## config.mk

```make
export PLATFORM = sky130hd
export DESIGN_NAME = systolic_output_collector_flat
export DESIGN_NICKNAME = d
export VERILOG_FILES = /design/src/rtl/systolic_output_collector_if.sv /design/src/rtl/systolic_output_collector.sv /design/src/flat_wrapper.sv
export SDC_FILE = /design/constraint.sdc
export NUM_CORES = 1
export LEC_CHECK = 0
export ABC_CLOCK_PERIOD_IN_PS = 4750
export CORE_MARGIN = 3
export CORE_UTILIZATION = 34
export DETAILED_ROUTE_END_ITERATION = 8
export GPL_ROUTABILITY_DRIVEN = 0
export PLACE_DENSITY = 0.53
export SYNTH_ARGS = -nofsm -noshare
export SYNTH_HDL_FRONTEND = slang
export SYNTH_SLANG_ARGS = --single-unit
```

## constraint.sdc

```tcl
create_clock -name clk -period 4.75 [get_ports clk]
set_input_delay 1.1875 -clock clk [delete_from_list [all_inputs] [get_ports clk]]
set_output_delay 1.1875 -clock clk [all_outputs]
set_load 0.005 [all_outputs]
```

## src/rtl/systolic_output_collector_if.sv

```systemverilog
// systolic_output_collector_if: handshake/data bundle between the systolic
// array bottom edge, the output collector and the downstream result writer.
// The master side drives the array lanes and the downstream ready; the slave
// side is the collector, which returns aligned words and status.
interface systolic_output_collector_if #(
    parameter int array_size = 9
);
    logic                      in_valid;
    logic [8*array_size-1:0]   macin;
    logic                      out_valid;
    logic                      out_ready;
    logic [8*array_size-1:0]   out_data;
    logic                      overflow;
    logic [15:0]               result_count;

    modport master (
        output in_valid,
        output macin,
        output out_ready,
        input  out_valid,
        input  out_data,
        input  overflow,
        input  result_count
    );

    modport slave (
        input  in_valid,
        input  macin,
        input  out_ready,
        output out_valid,
        output out_data,
        output overflow,
        output result_count
    );
endinterface

```

## src/rtl/systolic_output_collector.sv

```systemverilog
// systolic_output_collector: de-skews the column-staggered macout lanes of the
// systolic array into one aligned word per result vector, buffers the words in
// a small circular FIFO and hands them downstream over valid/ready.
// Optional feature: define SYSTOLIC_COLLECTOR_RELU_EN to clamp negative lanes
// (signed 8-bit) to zero at FIFO push time; undefined stores lanes unmodified.
module systolic_output_collector #(
    parameter int array_size = 9,
    parameter int fifo_depth = 4
) (
    input logic                          clk,
    input logic                          reset,
    systolic_output_collector_if.slave   bus
);
    localparam int W  = 8 * array_size;
    localparam int PW = $clog2(fifo_depth);
    localparam int CW = PW + 1;

    logic [array_size-2:0] valid_sr_q;
    logic [W-1:0]          aligned;
    logic [W-1:0]          push_data;
    logic                  push;

    logic [W-1:0]          mem_q [fifo_depth];
    logic [PW-1:0]         wr_ptr_q, wr_ptr_d;
    logic [PW-1:0]         rd_ptr_q, rd_ptr_d;
    logic [CW-1:0]         count_q, count_d;
    logic                  out_valid_q, out_valid_d;
    logic [W-1:0]          out_data_q, out_data_d;
    logic                  overflow_q, overflow_d;
    logic [15:0]           result_count_q, result_count_d;
    logic                  pop;
    logic                  full;
    logic                  write;

    // Valid marker travels alongside lane 0 so it emerges when the last lane arrives
    always_ff @(posedge clk) begin
        if (reset) begin
            valid_sr_q <= '0;
        end else begin
            for (int s = array_size - 2; s > 0; s--) begin
                valid_sr_q[s] <= valid_sr_q[s-1];
            end
            valid_sr_q[0] <= bus.in_valid;
        end
    end

    assign push = valid_sr_q[array_size-2];

    // Early lanes get longer delay lines so every lane of a vector lines up
    for (genvar j = 0; j < array_size - 1; j++) begin : g_lane
        localparam int D = array_size - 1 - j;
        logic [7:0] sr_q [D];

        // Per-lane delay line, cleared so in-flight lanes are discarded on reset
        always_ff @(posedge clk) begin
            if (reset) begin
                for (int s = 0; s < D; s++) begin
                    sr_q[s] <= '0;
                end
            end else begin
                sr_q[0] <= bus.macin[8*j +: 8];
                for (int s = 1; s < D; s++) begin
                    sr_q[s] <= sr_q[s-1];
                end
            end
        end

        assign aligned[8*j +: 8] = sr_q[D-1];
    end

    assign aligned[8*(array_size-1) +: 8] = bus.macin[8*(array_size-1) +: 8];

    // Optional clamp of negative lanes applied to the word entering the FIFO
    always_comb begin
        push_data = aligned;
`ifdef SYSTOLIC_COLLECTOR_RELU_EN
        for (int j = 0; j < array_size; j++) begin
            if (aligned[8*j+7]) begin
                push_data[8*j +: 8] = 8'h00;
            end
        end
`endif
    end

    // FIFO next state; a full FIFO still accepts a push when the head leaves this cycle
    always_comb begin
        pop            = out_valid_q & bus.out_ready;
        full           = (count_q == CW'(fifo_depth));
        write          = push & (~full | pop);
        wr_ptr_d       = write ? wr_ptr_q + 1'b1 : wr_ptr_q;
        rd_ptr_d       = pop   ? rd_ptr_q + 1'b1 : rd_ptr_q;
        count_d        = count_q + CW'(write) - CW'(pop);
        overflow_d     = overflow_q | (push & full & ~pop);
        result_count_d = result_count_q + 16'(pop);
        out_valid_d    = (count_d != '0);
        out_data_d     = out_data_q;
        if (count_d != '0) begin
            if (write && (wr_ptr_q == rd_ptr_d)) begin
                out_data_d = push_data;
            end else begin
                out_data_d = mem_q[rd_ptr_d];
            end
        end
    end

    // Storage array for buffered aligned words
    always_ff @(posedge clk) begin
        if (write) begin
            mem_q[wr_ptr_q] <= push_data;
        end
    end

    // Pointers, occupancy and registered output view of the FIFO head
    always_ff @(posedge clk) begin
        if (reset) begin
            wr_ptr_q       <= '0;
            rd_ptr_q       <= '0;
            count_q        <= '0;
            out_valid_q    <= 1'b0;
            out_data_q     <= '0;
            overflow_q     <= 1'b0;
            result_count_q <= '0;
        end else begin
            wr_ptr_q       <= wr_ptr_d;
            rd_ptr_q       <= rd_ptr_d;
            count_q        <= count_d;
            out_valid_q    <= out_valid_d;
            out_data_q     <= out_data_d;
            overflow_q     <= overflow_d;
            result_count_q <= result_count_d;
        end
    end

    assign bus.out_valid    = out_valid_q;
    assign bus.out_data     = out_data_q;
    assign bus.overflow     = overflow_q;
    assign bus.result_count = result_count_q;

endmodule

```

## src/flat_wrapper.sv

```systemverilog
// flat-port wrapper written by rule: the top's interface ports become plain ports
module systolic_output_collector_flat 
#(
    parameter int array_size = 9,
    parameter int fifo_depth = 4
)
  (clk, reset, bus_in_valid, bus_macin, bus_out_ready, bus_out_valid, bus_out_data, bus_overflow, bus_result_count);
  systolic_output_collector_if #(.array_size(array_size)) bus_i ();
  input logic clk;
  input logic reset;
  input wire logic [$bits(bus_i.in_valid)-1:0] bus_in_valid;
  input wire logic [$bits(bus_i.macin)-1:0] bus_macin;
  input wire logic [$bits(bus_i.out_ready)-1:0] bus_out_ready;
  output wire logic [$bits(bus_i.out_valid)-1:0] bus_out_valid;
  output wire logic [$bits(bus_i.out_data)-1:0] bus_out_data;
  output wire logic [$bits(bus_i.overflow)-1:0] bus_overflow;
  output wire logic [$bits(bus_i.result_count)-1:0] bus_result_count;
  assign bus_i.in_valid = bus_in_valid;
  assign bus_i.macin = bus_macin;
  assign bus_i.out_ready = bus_out_ready;
  assign bus_out_valid = bus_i.out_valid;
  assign bus_out_data = bus_i.out_data;
  assign bus_overflow = bus_i.overflow;
  assign bus_result_count = bus_i.result_count;
  systolic_output_collector #(.array_size(array_size), .fifo_depth(fifo_depth)) u_core (.clk(clk), .reset(reset), .bus(bus_i));
endmodule
```

==> reports/metrics.yaml <==
run_status:
  status: "complete, no violations"
synth:
  synth_enable_flop_cells: 288
  synth_area_mm2: 0.0246
  ys_async_sr_fraction_pct: 0
  yosys_warnings: 0
  synthTopCellsByArea: "edfxtp_1 (35%), dfxtp_1 (32%), nor2b_1 (7.6%)"
  synth.top_cell.area_share_pct: 35.1
  synth_top_family_by_area: "simple AND/OR/NAND/NOR gates"
  ys_seq_area_share_pct: 67.0
  synth_compound_gate_area_share_pct: 10.6
  syn-mean-instance-area_um2: 13.0
  synth-seq-cells: 681
  postSynthCellCount: 1894
  synthAdderAreaFrac_pct: 0.487
  synth-xor-area-share_pct: 0.604
  ys_types: 39
  synth-simple-area-share_pct: 15.3
  yosysTopAreaCell: "edfxtp_1"
  synth_flop_cell: "dfxtp_1"
  syn_nets: 1979
  synth_mux_area_share_pct: 3.33
die:
  start_util_pct: 34.4
  ios: 166
  chipHeight_um: 275
  dieArea_mm2: 0.0758
  core_mm2: 0.0716
  fp-row-count: 98
  die_width_um: 275
global_routing:
  grt_overflow: 0
  grt_max_degree: 188
  grt_first_pass_wirelength_um: 91200
  grt_pass1_vias: 15639
  grt_use_total_pct: 15.4
  antenna_found_initial: 3
cells_and_area:
  fin_area_mm2: 0.0299
  syn_to_final_growth_pct: 21.1
  fillers: 6620
  drive_gt1_share_pct: 12.0
  final_cell_mix: "dfxtp_1 (391), nor2b_1 (300), edfxtp_1 (288)"
  diodes: 0
  mostFrequentLayoutCell: "dfxtp_1"
  nNetsFinal: 2098
  regArea_mm2: 0.0165
  multi_input_area_mm2: 0.00753
worst_setup_path:
  required_ns: 5.28
  startpoint_type: "input port"
  reg2reg_depth: 11
  worstPathArrival_ns: 4.55
  worstPathMaxFanout: 26
  critical_path_class: "in -> reg"
  critPathCaptureType: "register"
route:
  drtAntennaViolNets: 0
  drt-initial-drc-count: 1283
  first_pass_iters: 5
  vias_per_cell: 5.15
  vias: 15599
  remaining_drc_errors: 0
  wl_per_cell_um: 19.5
  wl_um: 59100
pwr:
  ir_drop_v: 0.000270
  p_per_area_mw_per_mm2: 505
  p_total_mw: 15.1
  total_leakage_power_nw: 10.0
clocking:
  cts-root-buf: "clkbuf_16"
  postCtsHoldBufs: 0
  cts_tree: "yes"
  clk_latency_ns: 0.61
  path_clk_slew_ns: 0.06
  clk_path_buf_depth: 3
  cts_buffers: 75
  post_cts_buffers: 0
  h-tree-depth: 3
  cts_resized: 0
  cts_num_sinks: 681
placed_design:
  dpl-instance-area_mm2: 0.0274
  port_buffers: 165
  place_hpwl_um: 32200
sta:
  setup_tns_ns: 0
  fmax_ghz: 0.249
  fin_skew_ns: 0.0208
  finalHoldViolCount: 0
  min_period_ns: 4.02
  worst_pin_slew_ns: 1.14
  setup_viol: 0
  slew_headroom_pct: 23.8
  slew_viol_final: 0
  rsz0062_at_grt: "no"
  hold_slack_ns: 0.423
  fin_crit_sh_pct: 84.6
worst_hold_path:
  hold_path_class: "reg -> reg"
  min_path_cells: 1
run:
  maxCapViolCount: 0
cells in the mapped netlist, drive strengths merged (2+ instances only):
cell type	number
o221ai	72
edfxtp	288
nor4	2
o21ai	146
nand3	7
clkbuf	134
o22ai	72
nand4	2
nor3b	72
and4b	72
inv	9
buf	28
xor2	8
or3	2
xnor2	9
nor2	21
a221o	72
nand2	8
nor2b	300
and3	2
mux2	72
dfxtp	393
a21oi	3
and2	6
nor3	74
ha	8
a31oi	2
cells by family after synthesis:
logic type,Yosys count
flops,681
mux,73
xor+xnor,17
compound gates,372
buf+inv,171
fa+ha+maj,9
simple gates,571
path summary, 6_finish.rpt:
path	from	endpoint	slack (ns)
hold reg to reg	u_core.g_lane[6].sr_q[0][0]	u_core.g_lane[6].sr_q[0][8]	0.42
setup reg to reg	u_core.bus.out_valid	u_core.bus.out_data[43]	1.44
setup / recovery	bus_out_ready	u_core.bus.out_data[43]	0.73
hold / removal	u_core.g_lane[6].sr_q[0][0]	u_core.g_lane[6].sr_q[0][8]	0.42
per-stage QoR:
step | std cells | utilization, % | setup slack [ns]
after global routing | 3026 | 41.7 | 0.462
final | 3026 | 41.7 | 0.733
after global placement | 2886 | 38.2 | 0.124
after detailed placement | 2886 | 38.2 | 0.0785
after floorplan | 1894 | - | 0.791
after CTS | 3026 | 41.7 | 0.702
sequential cells by signal (all words and copies together), names as in the netlist, 2 cells and up:
register / count
u_core.bus.out_data: 72
u_core.bus.result_count: 16
u_core.count_q: 3
u_core.g_lane.sr_q: 288
u_core.mem_q: 288
u_core.rd_ptr_q: 2
u_core.valid_sr_q: 8
u_core.wr_ptr_q: 2
power breakdown:
| group | internal [mW] | switching [mW] |
|---|---|---|
| Combinational | 1.27 | 1.36 |
| Clock | 3.33 | 2.35 |
| Sequential | 6.42 | 0.330 |
| Total | 11.0 | 4.05 |
layout make-up:
class,instances,area share [%]
Tap cell,950,3.98
Inverter,9,0.130
Multi-Input combinational cell,1042,25.2
Timing Repair Buffer,204,7.03
Sequential cell,681,55.3
Clock buffer,107,7.26
Clock inverter,33,1.04
per-layer routing:
| layer | part of all wire [%] | up-vias | wire [um] | global-route usage [%] |
|---|---|---|---|---|
| met5 | 0.022 | - | 13 | 0 |
| met1 | 45 | 7694 | 26300 | 20.0 |
| li1 | - | 7297 | - | - |
| met4 | 2.8 | 2 | 1660 | 6.25 |
| met2 | 47 | 485 | 27800 | 25.2 |
| met3 | 5.6 | 121 | 3340 | 3.13 |
worst max-delay path: stages:
cell,delay [ns]
clkdlybuf4s50_1,0.52
nand2_4,0.13
inv_6,0.04
o41ai_2,0.26
inv_1,0.16
ha_1,0.23
fa_1,0.40
xnor2_1,0.22
nand2_1,0.13
nor2_4,0.73
buf_4,0.36
a221o_1,0.17
No activity file was read; power rests on OpenSTA's default activity.
